==> src/rtl/approx_add_pkg.sv <==
// Shared types and the approximate-sum rule used by the approx_add_pipe datapath.
// approx_sum works on wide operands so one function serves every WIDTH / APPROX_BITS pair.
package approx_add_pkg;

  typedef enum logic [1:0] {AM_EXACT, AM_LOA, AM_TRUNC, AM_COPY} approx_mode_t;

  localparam int MAX_W = 63;
  localparam logic [MAX_W:0] ONE = {{MAX_W{1'b0}}, 1'b1};

  // Returns the approximate sum of the low 'width' bits of a and b, with the low k bits approximated.
  function automatic logic [MAX_W:0] approx_sum(
    input logic [MAX_W-1:0] a,
    input logic [MAX_W-1:0] b,
    input approx_mode_t     mode,
    input int               width,
    input int               k
  );
    logic [MAX_W:0] w_mask;
    logic [MAX_W:0] lo_mask;
    logic [MAX_W:0] ea;
    logic [MAX_W:0] eb;
    logic [MAX_W:0] upper;
    logic           carry;
    w_mask  = (ONE << width) - ONE;
    lo_mask = (ONE << k) - ONE;
    ea      = {1'b0, a} & w_mask;
    eb      = {1'b0, b} & w_mask;
    upper   = (ea >> k) + (eb >> k);
    // lo_mask ^ (lo_mask >> 1) isolates bit k-1, and is zero when k = 0
    carry   = |(ea & eb & (lo_mask ^ (lo_mask >> 1)));
    case (mode)
      AM_LOA:   approx_sum = ((upper + {{MAX_W{1'b0}}, carry}) << k) | ((ea | eb) & lo_mask);
      AM_TRUNC: approx_sum = upper << k;
      AM_COPY:  approx_sum = (upper << k) | (ea & lo_mask);
      default:  approx_sum = ea + eb;
    endcase
  endfunction

endpackage

==> src/rtl/approx_add_pipe_if.sv <==
// Operand/result stream bundle for approx_add_pipe.
// Handshake: a beat moves on a rising edge where valid & ready are both 1; the producer
// holds valid and its payload stable until that edge, and ready may depend on valid.
interface approx_add_pipe_if
  import approx_add_pkg::*;
#(
  parameter int WIDTH = 8
);
  logic             in_valid;
  logic             in_ready;
  approx_mode_t     mode;
  logic [WIDTH-1:0] a;
  logic [WIDTH-1:0] b;
  logic             out_valid;
  logic             out_ready;
  logic [WIDTH:0]   sum;
  logic [WIDTH:0]   err;

  modport master (
    output in_valid, mode, a, b, out_ready,
    input  in_ready, out_valid, sum, err
  );

  modport slave (
    input  in_valid, mode, a, b, out_ready,
    output in_ready, out_valid, sum, err
  );
endinterface

==> src/rtl/approx_add_core.sv <==
// Combinational exact/approximate sum and absolute error for one operand pair.
module approx_add_core
  import approx_add_pkg::*;
#(
  parameter int WIDTH = 8,
  parameter int K     = 4
) (
  input  logic [WIDTH-1:0] a,
  input  logic [WIDTH-1:0] b,
  input  approx_mode_t     mode,
  output logic [WIDTH:0]   sum,
  output logic [WIDTH:0]   err
);
  logic [MAX_W:0] approx_full;
  logic [WIDTH:0] exact;
  logic           unused_hi;

  assign approx_full = approx_sum(MAX_W'(a), MAX_W'(b), mode, WIDTH, K);
  assign exact       = {1'b0, a} + {1'b0, b};
  assign sum         = approx_full[WIDTH:0];
  // Bits above WIDTH are always zero for in-range operands.
  assign unused_hi   = ^approx_full[MAX_W:WIDTH+1];
  assign err         = (exact >= sum) ? (exact - sum) : (sum - exact);
endmodule

==> src/rtl/approx_add_pipe.sv <==
// Pipelined approximate adder: core ahead of an elastic register chain, with
// saturating error statistics updated on every delivered result.
module approx_add_pipe
  import approx_add_pkg::*;
#(
  parameter int WIDTH       = 8,
  parameter int APPROX_BITS = 4,
  parameter int PIPE_STAGES = 2,
  parameter int STAT_W      = 32
) (
  input  logic                  clk,
  input  logic                  rst,
  approx_add_pipe_if.slave      bus,
  input  logic                  stat_clr,
  output logic [STAT_W-1:0]     stat_count,
  output logic [STAT_W-1:0]     stat_err_sum,
  output logic [WIDTH:0]        stat_wce,
  output logic [STAT_W-1:0]     stat_err_cnt
);
  if (WIDTH < 2 || WIDTH > MAX_W - 1 || APPROX_BITS < 0 || APPROX_BITS > WIDTH ||
      PIPE_STAGES < 1 || PIPE_STAGES > 4 || STAT_W < 1) begin : g_bad_param
    $error("approx_add_pipe: illegal parameters WIDTH=%0d APPROX_BITS=%0d PIPE_STAGES=%0d",
           WIDTH, APPROX_BITS, PIPE_STAGES);
  end

  logic [WIDTH:0] core_sum;
  logic [WIDTH:0] core_err;

  approx_add_core #(
    .WIDTH (WIDTH),
    .K     (APPROX_BITS)
  ) u_core (
    .a    (bus.a),
    .b    (bus.b),
    .mode (bus.mode),
    .sum  (core_sum),
    .err  (core_err)
  );

  for (genvar i = 0; i < PIPE_STAGES; i++) begin : g_stage
    logic           vld;
    logic           adv;
    logic           in_vld;
    logic [WIDTH:0] in_sum;
    logic [WIDTH:0] in_err;
    logic [WIDTH:0] sum_r;
    logic [WIDTH:0] err_r;

    if (i == PIPE_STAGES - 1) begin : g_last
      assign adv = !vld | bus.out_ready;
    end else begin : g_mid
      assign adv = !vld | g_stage[i+1].adv;
    end

    if (i == 0) begin : g_first
      assign in_vld = bus.in_valid;
      assign in_sum = core_sum;
      assign in_err = core_err;
    end else begin : g_chain
      assign in_vld = g_stage[i-1].vld;
      assign in_sum = g_stage[i-1].sum_r;
      assign in_err = g_stage[i-1].err_r;
    end

    // A stage that does not advance keeps its contents, which is what holds the output stable.
    always_ff @(posedge clk or posedge rst) begin
      if (rst) begin
        vld   <= 1'b0;
        sum_r <= '0;
        err_r <= '0;
      end else if (adv) begin
        vld   <= in_vld;
        sum_r <= in_sum;
        err_r <= in_err;
      end
    end
  end

  assign bus.in_ready  = g_stage[0].adv;
  assign bus.out_valid = g_stage[PIPE_STAGES-1].vld;
  assign bus.sum       = g_stage[PIPE_STAGES-1].sum_r;
  assign bus.err       = g_stage[PIPE_STAGES-1].err_r;

  localparam int SUM_W = ((STAT_W > WIDTH + 1) ? STAT_W : WIDTH + 1) + 1;
  localparam logic [STAT_W-1:0] STAT_MAX = '1;

  logic              out_hs;
  logic [SUM_W-1:0]  err_sum_ext;
  logic [STAT_W-1:0] err_sum_sat;

  assign out_hs      = bus.out_valid & bus.out_ready;
  assign err_sum_ext = SUM_W'(stat_err_sum) + SUM_W'(bus.err);
  assign err_sum_sat = (err_sum_ext > SUM_W'(STAT_MAX)) ? STAT_MAX : err_sum_ext[STAT_W-1:0];

  // Clear has priority over a coincident handshake; that result goes uncounted.
  always_ff @(posedge clk or posedge rst) begin
    if (rst) begin
      stat_count   <= '0;
      stat_err_sum <= '0;
      stat_wce     <= '0;
      stat_err_cnt <= '0;
    end else if (stat_clr) begin
      stat_count   <= '0;
      stat_err_sum <= '0;
      stat_wce     <= '0;
      stat_err_cnt <= '0;
    end else if (out_hs) begin
      if (stat_count != STAT_MAX) stat_count <= stat_count + STAT_W'(1);
      stat_err_sum <= err_sum_sat;
      if (bus.err != '0 && stat_err_cnt != STAT_MAX) stat_err_cnt <= stat_err_cnt + STAT_W'(1);
      if (bus.err > stat_wce) stat_wce <= bus.err;
    end
  end
endmodule

==> src/flat_wrapper.sv <==
// flat-port wrapper written by rule: the top's interface ports become plain ports
module approx_add_pipe_flat import approx_add_pkg::*;
#(
  parameter int WIDTH       = 8,
  parameter int APPROX_BITS = 4,
  parameter int PIPE_STAGES = 2,
  parameter int STAT_W      = 32
)
  (clk, rst, stat_clr, stat_count, stat_err_sum, stat_wce, stat_err_cnt, bus_in_valid, bus_mode, bus_a, bus_b, bus_out_ready, bus_in_ready, bus_out_valid, bus_sum, bus_err);
  approx_add_pipe_if #(.WIDTH(WIDTH)) bus_i ();
  input  logic clk;
  input  logic rst;
  input  logic stat_clr;
  output logic [STAT_W-1:0] stat_count;
  output logic [STAT_W-1:0] stat_err_sum;
  output logic [WIDTH:0] stat_wce;
  output logic [STAT_W-1:0] stat_err_cnt;
  input wire logic [$bits(bus_i.in_valid)-1:0] bus_in_valid;
  input wire logic [$bits(bus_i.mode)-1:0] bus_mode;
  input wire logic [$bits(bus_i.a)-1:0] bus_a;
  input wire logic [$bits(bus_i.b)-1:0] bus_b;
  input wire logic [$bits(bus_i.out_ready)-1:0] bus_out_ready;
  output wire logic [$bits(bus_i.in_ready)-1:0] bus_in_ready;
  output wire logic [$bits(bus_i.out_valid)-1:0] bus_out_valid;
  output wire logic [$bits(bus_i.sum)-1:0] bus_sum;
  output wire logic [$bits(bus_i.err)-1:0] bus_err;
  assign bus_i.in_valid = bus_in_valid;
  assign bus_i.mode = bus_mode;
  assign bus_i.a = bus_a;
  assign bus_i.b = bus_b;
  assign bus_i.out_ready = bus_out_ready;
  assign bus_in_ready = bus_i.in_ready;
  assign bus_out_valid = bus_i.out_valid;
  assign bus_sum = bus_i.sum;
  assign bus_err = bus_i.err;
  approx_add_pipe #(.WIDTH(WIDTH), .APPROX_BITS(APPROX_BITS), .PIPE_STAGES(PIPE_STAGES), .STAT_W(STAT_W)) u_core (.clk(clk), .rst(rst), .bus(bus_i), .stat_clr(stat_clr), .stat_count(stat_count), .stat_err_sum(stat_err_sum), .stat_wce(stat_wce), .stat_err_cnt(stat_err_cnt));
endmodule
==> config.mk <==
export PLATFORM = sky130hd
export DESIGN_NAME = approx_add_pipe_flat
export DESIGN_NICKNAME = d
export VERILOG_FILES = /design/src/rtl/approx_add_pkg.sv /design/src/rtl/approx_add_pipe_if.sv /design/src/rtl/approx_add_core.sv /design/src/rtl/approx_add_pipe.sv /design/src/flat_wrapper.sv
export SDC_FILE = /design/constraint.sdc
export NUM_CORES = 1
export LEC_CHECK = 0
export CORE_MARGIN = 3
export CORE_UTILIZATION = 55
export DETAILED_ROUTE_END_ITERATION = 6
export DONT_BUFFER_PORTS = 1
export PLACE_DENSITY = 0.7
export SETUP_SLACK_MARGIN = 0.4
export SLEW_MARGIN = 5
export SYNTH_ARGS = -nofsm -noshare
export SYNTH_HDL_FRONTEND = slang
export SYNTH_SLANG_ARGS = --single-unit
==> constraint.sdc <==
create_clock -name clk -period 9.85 [get_ports clk]
set_clock_uncertainty 0.1 [all_clocks]
set_input_delay 1.97 -clock clk [delete_from_list [all_inputs] [get_ports clk]]
set_output_delay 1.97 -clock clk [all_outputs]
set_load 0.02 [all_outputs]
* After elaboration in Yosys (flattened, before gate mapping)
Index checks and enable logic that the tools add are counted.
** Cells by class
- Add/subtract/negate cells :: 9
- Multiply operators :: 0
- Div/mod/pow operators :: 0
- Order comparisons :: 3
- Eq/ne operators :: 5
- Shifts and indexed selects :: 0
- Mux-type cells :: 14
- Bitwise gates (word level) :: 7
- Reduce and logical (&&, ||, !) cells :: 11
** Operators with widths (count)
- 32-bit 2-to-1 mux :: 9
- 32-bit by 1-bit adder with 32-bit output (second input constant) :: 2
- 32-bit inequality test (second input constant) :: 2
- 9-bit 2-to-1 mux :: 4
- 32-bit by 9-bit adder with 33-bit output :: 1
- 33-bit by 32-bit > comparator with 1-bit output (second input constant) :: 1
- 9-bit case mux with 3 select lines :: 1
- 8-bit by 8-bit adder with 9-bit output :: 2
- 9-bit by 4-bit OR with 9-bit output :: 2
- 9-bit subtractor :: 2
- 9-bit greater-or-equal comparator :: 1
- 9-bit > comparator :: 1
- 9-bit nonzero test :: 1
- 2-bit nonzero test :: 4
- 2-bit AND reduction :: 3
- 4-bit by 4-bit adder with 5-bit output :: 1
- 5-bit by 1-bit adder with 5-bit output :: 1
- 4-bit AND :: 1
- 2-bit equality test (second input constant) :: 2
- 4-bit OR :: 1
- 2-bit by 1-bit equality test with 1-bit output (second input constant) :: 1
- 1-bit zero test :: 2
- 1-bit OR :: 2
- 1-bit AND :: 1
- 1-bit logical AND :: 1
** Word-level totals
- Flip-flop bits (word level) :: 143
- Latch bits :: 0
- Bits in writable memories :: 0
- Bits in read-only memories :: 0
- Bits of input ports :: 23
- Output and inout bits :: 125
- Word-level logic and storage cells :: 59
- Memories :: 0

* Longest topological paths before layout
- Depth in word-level cells :: 6
- Mapped depth :: 21
- Depth with buffers taken out :: 19

* Cells and area by module
From an unflattened synthesis, not the netlist that was laid out.
** Unflattened totals
- Cell total of the unflattened synthesis :: 994
- Area, all modules :: 9266.4 um2
** Modules (own cells, without submodules)
- approx_add_pipe :: times used 1, cells an instance 771, area each 7606.0 um2, seq. area each 3578.4 um2
- approx_add_core :: times used 1, cells an instance 223, area each 1660.3 um2, seq. area each 0.0 um2

* Worst setup path after synthesis
Ideal clock, no wire load.
- Kind :: in2reg
- Start point :: input bus_b[4]
- End point :: register u_core.g_stage[0].err_r[8]
- Library setup time :: 72 ps
- Arrival :: 5627 ps
- Required time :: 9678 ps
- Path slack :: 4051 ps
- Cell stages on the path :: 19
- Path buffers :: 2
- Path through :: ha_1 > inv_1 > fa_1 > inv_1 > ha_1 > mux2_2 > a22oi_1 > xnor2_1 > ha_1 > clkbuf_1 > o21ai_1 > a21oi_1 > o31ai_1 > o21ai_1 > clkbuf_1 > nor2_1 > o311a_1 > a311o_1 > nor2_1
** Between the ends
- Word-level cells in the longest chain between the ends :: 6
- Elaborated cells on any way between the ends :: 11
- Classes of those cells :: 6 x add/sub; 1 x order compare; 2 x mux; 2 x bitwise
** Ends and longest elaborated chain
- start, declared :: line flat_wrapper.sv:21 : input wire logic [$bits(bus_i.b)-1:0] bus_b;
- 4-bit by 4-bit adder with 5-bit output :: line approx_add_pkg.sv:28 : upper = (ea >> k) + (eb >> k);
- 5-bit by 1-bit adder with 5-bit output :: line approx_add_pkg.sv:32 : AM_LOA: approx_sum = ((upper + {{MAX_W{1'b0}}, carry}) << k) | ((ea | eb) & lo_mask);
- 9-bit by 4-bit OR with 9-bit output :: line approx_add_pkg.sv:32
- 9-bit case mux with 3 select lines :: line approx_add_pkg.sv:31 : case (mode)
- 9-bit subtractor or 9-bit greater-or-equal comparator (tied branches) :: line approx_add_core.sv:23 : assign err = (exact >= sum) ? (exact - sum) : (sum - exact);
- 9-bit 2-to-1 mux (*) :: line approx_add_core.sv:23
- end signal, assigned :: line approx_add_pipe.sv:74 : err_r <= in_err;
- end, declared :: line approx_add_pipe.sv:47 : logic [WIDTH:0] err_r;
Every way passes the cells marked *; elsewhere a longest branch is shown, timed or not.
A chain may end at the register's enable or synchronous reset.

* Worst setup path in the final report
- Start point :: input bus_b[0]
- End point :: register u_core.g_stage[0].err_r[8]
** Between the ends
- Word-level cells in the longest chain between the ends :: 5
- Elaborated cells on any way between the ends :: 9
- Classes of those cells :: 4 x add/sub; 1 x order compare; 2 x mux; 2 x bitwise
** Ends and longest elaborated chain (line)
- branches (longest 4 deep; another with 8-bit by 8-bit adder with 9-bit output)
- 9-bit 2-to-1 mux (*) :: approx_add_core.sv:23
Mark *: on every way between the ends.

==> flow_metrics.py <==
metrics = {
    "global_routing": {
        "grt_max_degree": 111,
        "use_met1": 0.3109,
        "grt_pass1_vias": 6399,
        "use_met2": 0.3570,
        "antenna_found_initial": 0,
        "grt_usage": 0.2323,
        "grt_pass1_wl_mm": 31.65,
        "grt_overflow": 0,
        "busiest_layer": "met2",
        "met3_usage": 0.07000,
    },
    "floorplan": {
        "num_rows": 44,
        "die_w_um": 130.2,
        "die_y_um": 130.2,
        "io_pins": 148,
        "initial_core_util": 0.5727,
        "core-area_sq_mm": 0.01481,
        "dieArea_sq_mm": 0.01695,
    },
    "yosys": {
        "synthTopCellsByArea": "dfrtp_1, ha_1, nor2_1",
        "synth-warning-count": 0,
        "synth_top_cell_by_area": "dfrtp_1",
        "async_reset_ff_frac": 1.000,
        "syn_inst": 914,
        "yosysUniqueCellTypes": 57,
        "synth-seq-cells": 143,
        "netlist_area_sq_mm": 0.008482,
        "synth-seq-area-share": 0.4219,
        "yosysTopAreaCellShare": 0.4219,
        "synthTopCellsByCount": "dfrtp_1, nor2_1, a21oi_1, inv_1, nand2_1",
        "syn_area_per_cell_sq_um": 9.280,
        "synth_edf_count": 0,
        "synth.most_common_cell": "dfrtp_1",
        "syn_nets": 994,
        "synth_ff_type": "dfrtp_1",
    },
    "pwr": {
        "ir_drop_uv": 108.7,
        "pwr-share-comb": 0.266,
        "power-per-cell-area_mw_per_mm2": 213.0,
        "p_switching_uw": 694.6,
        "total_leakage_power_nw": 4.140,
        "p_seq_frac": 0.416,
        "fin_total_pwr_mw": 1.959,
        "internal_power_mw": 1.265,
        "pwr-share-clk": 0.318,
        "switching_share": 0.3545,
    },
    "setup_path": {
        "cp.required_ns": 10.10,
        "crit_arrival_ns": 6.40,
        "critPathBufInv": 1,
        "ff2ff_setup_slack_ns": 6.13,
        "path_max_fanout": 14,
        "crit_path_start_kind": "input port",
        "worstSetupPathType": "in2reg",
        "max_stage_delay_ns": 0.77,
        "crit_chain": "ha_1, inv_1, fa_1, nor2b_1, o21ai_0, nand2b_1, and3_1, o21bai_1, a22oi_1, xnor2_1, ha_1, o21ai_1, a21oi_1, o31ai_1, o21ai_1, o21ai_0, o311a_1, a311o_1, nor2_1",
        "cp-end-kind": "register",
        "cpLargestDelayFamily": "compound AO/OA/AOI/OAI gates",
        "slowest_stage": "o21ai_1",
    },
    "clock_network": {
        "path_clk_slew_ns": 0.06,
        "htree_levels": 4,
        "post_cts_buffers": 0,
        "clk_latency_ns": 0.42,
        "cts_root_buf": "clkbuf_16",
        "cts_sinks": 143,
        "cts_buffers": 17,
        "postCtsResizedCells": 0,
        "cts_tree": "built",
        "cts_buffer_depth": 2,
        "cts_hold_buf": 0,
    },
    "drt": {
        "drt-initial-drc-count": 499,
        "first_pass_iters": 5,
        "vias_per_cell": 6.091,
        "routed_wirelength_mm": 19.46,
        "vias": 6694,
        "drc": 0,
        "antenna_left": 0,
        "wl_per_cell_um": 17.70,
    },
    "timing": {
        "tns_ns": 0,
        "fin_crit_sh": 0.6247,
        "finalMaxSlewViolations": 0,
        "rsz0062_at_grt": "false",
        "worstMarginPinSlew_ns": 0.9630,
        "holdWs_ns": 0.3547,
        "fin_ws_ns": 3.696,
        "hold_violations": 0,
        "min_period_ns": 6.154,
        "slew_headroom": 0.3537,
        "setup_violations": 0,
        "clock.fmax_ghz": 0.1625,
    },
    "cells_and_area": {
        "drive_gt1_frac": 0.07760,
        "synthToLayoutAreaGrowth_pct": 8.438,
        "nets": 982,
        "antenna_cells": 0,
        "fin_area_sq_mm": 0.009198,
        "fill_cells": 1226,
    },
    "placement": {
        "place_area_sq_mm": 0.008617,
        "dp_hpwl_mm": 13.89,
        "place.gp.congestion": 0.9049,
        "port_buffers": 0,
        "pre_cts_ws_ns": 3.388,
    },
    "flow_run": {
        "cap_violations": 0,
    },
    "status": {
        "status": "finished clean",
    },
    "min_path": {
        "min_path_type": "reg2reg",
    },
}
## flip-flops by register name, indices dropped and copies added (netlist names)
| register | flops |
|---|---|
| u_core.stat_err_sum | 32 |
| u_core.bus.sum | 9 |
| u_core.bus.err | 9 |
| u_core.stat_count | 32 |
| u_core.stat_err_cnt | 32 |
| u_core.stat_wce | 9 |
| u_core.g_stage.vld | 1 |
| u_core.g_stage.err_r | 9 |
| u_core.bus.out_valid | 1 |
| u_core.g_stage.sum_r | 9 |
## layout by cell type (no fill, tap or decap), types with 6 or more instances in the layout
master       n
a211oi_1    10
nand2_1     53
nor4_1       6
and4_1      13
inv_1       55
xnor2_1     22
fa_1         6
mux2i_1     18
or3_1       15
a311oi_1    11
nor2b_1     11
nand4_1     19
nand2b_1     8
nor3_1      15
and3_1      18
a21oi_1     57
clkbuf_16   17
a31oi_1      8
nand3_1     30
nor2_1     127
a21o_1       7
o21bai_1     9
o21ai_0     41
mux2_2      22
ha_1        51
a22oi_1      7
dfrtp_1    143
xor2_1      47
## metal layers
| layer | up-vias | wire [um] |
|---|---|---|
| li1 | 3197 | - |
| met1 | 3217 | 8473 |
| met2 | 234 | 8988 |
| met3 | 46 | 1479 |
| met4 | 0 | 515 |
| met5 | - | 0 |
## power by group through the flow
stage               clock network, mW  logic, mW  registers (mW)
global placement                    0      0.491           0.822
CTS                             0.634      0.520           0.816
floorplan                           0      0.433           0.786
global route                    0.662      0.595           0.828
detailed placement                  0      0.513           0.826
finish                          0.622      0.522           0.815
## cell type report
cell class / instances / area [sq um] / area share
multi-input combinational: 678 / 4552 / 0.4949
sequential: 143 / 3578 / 0.3891
clock buffer: 19 / 452.9 / 0.04924
tap: 184 / 230.2 / 0.02503
inverter: 57 / 219.0 / 0.02381
clock inverter: 13 / 127.6 / 0.01388
timing repair buffer: 5 / 37.54 / 0.004081
## stage by stage
step	utilization	instances
floorplan	-	914
finish	0.6211	1099
detailed placement	0.5819	1067
global route	0.6211	1099
CTS	0.6211	1099
global placement	0.5819	1067
## worst reg2reg max path, stage by stage, from the launching register on
cell,delay [ns]
dfrtp_1,0.55
ha_1,0.31
inv_1,0.07
fa_1,0.19
nor2b_1,0.06
o21ai_0,0.20
a21oi_1,0.15
o2111a_1,0.32
o211ai_1,0.56
buf_4,0.32
nand2_1,0.12
nor2_1,0.44
a211oi_1,0.17
## kinds of logic (layout without fill, tap and decap cells)
| group | Yosys count | after routing | synth area share |
|---|---|---|---|
| XOR/XNOR | 69 | 69 | 0.07125 |
| flip-flops | 143 | 143 | 0.4219 |
| multiplexers | 40 | 40 | 0.05045 |
| adder cells (fa/ha/maj) | 57 | 57 | 0.08939 |
| AO/OA/AOI/OAI | 180 | 180 | 0.1335 |
| buffers and inverters | 93 | 94 | 0.04145 |
| AND/OR/NAND/NOR | 332 | 332 | 0.1921 |
## path summary, 6_finish.rpt
kind | cells after the start | from | end
min in group asynchronous | 1 | rst | u_core.g_stage[0].sum_r[2]
max in group asynchronous | 2 | rst | u_core.stat_err_sum[29]
worst min register to register | 1 | u_core.g_stage[0].vld | u_core.bus.out_valid
worst min-delay path | 1 | u_core.g_stage[0].vld | u_core.bus.out_valid
worst max-delay path | 19 | bus_b[0] | u_core.g_stage[0].err_r[8]
worst max register to register | 12 | u_core.bus.err[0] | u_core.stat_err_sum[23]
No activity file was read; power rests on OpenSTA's default activity.
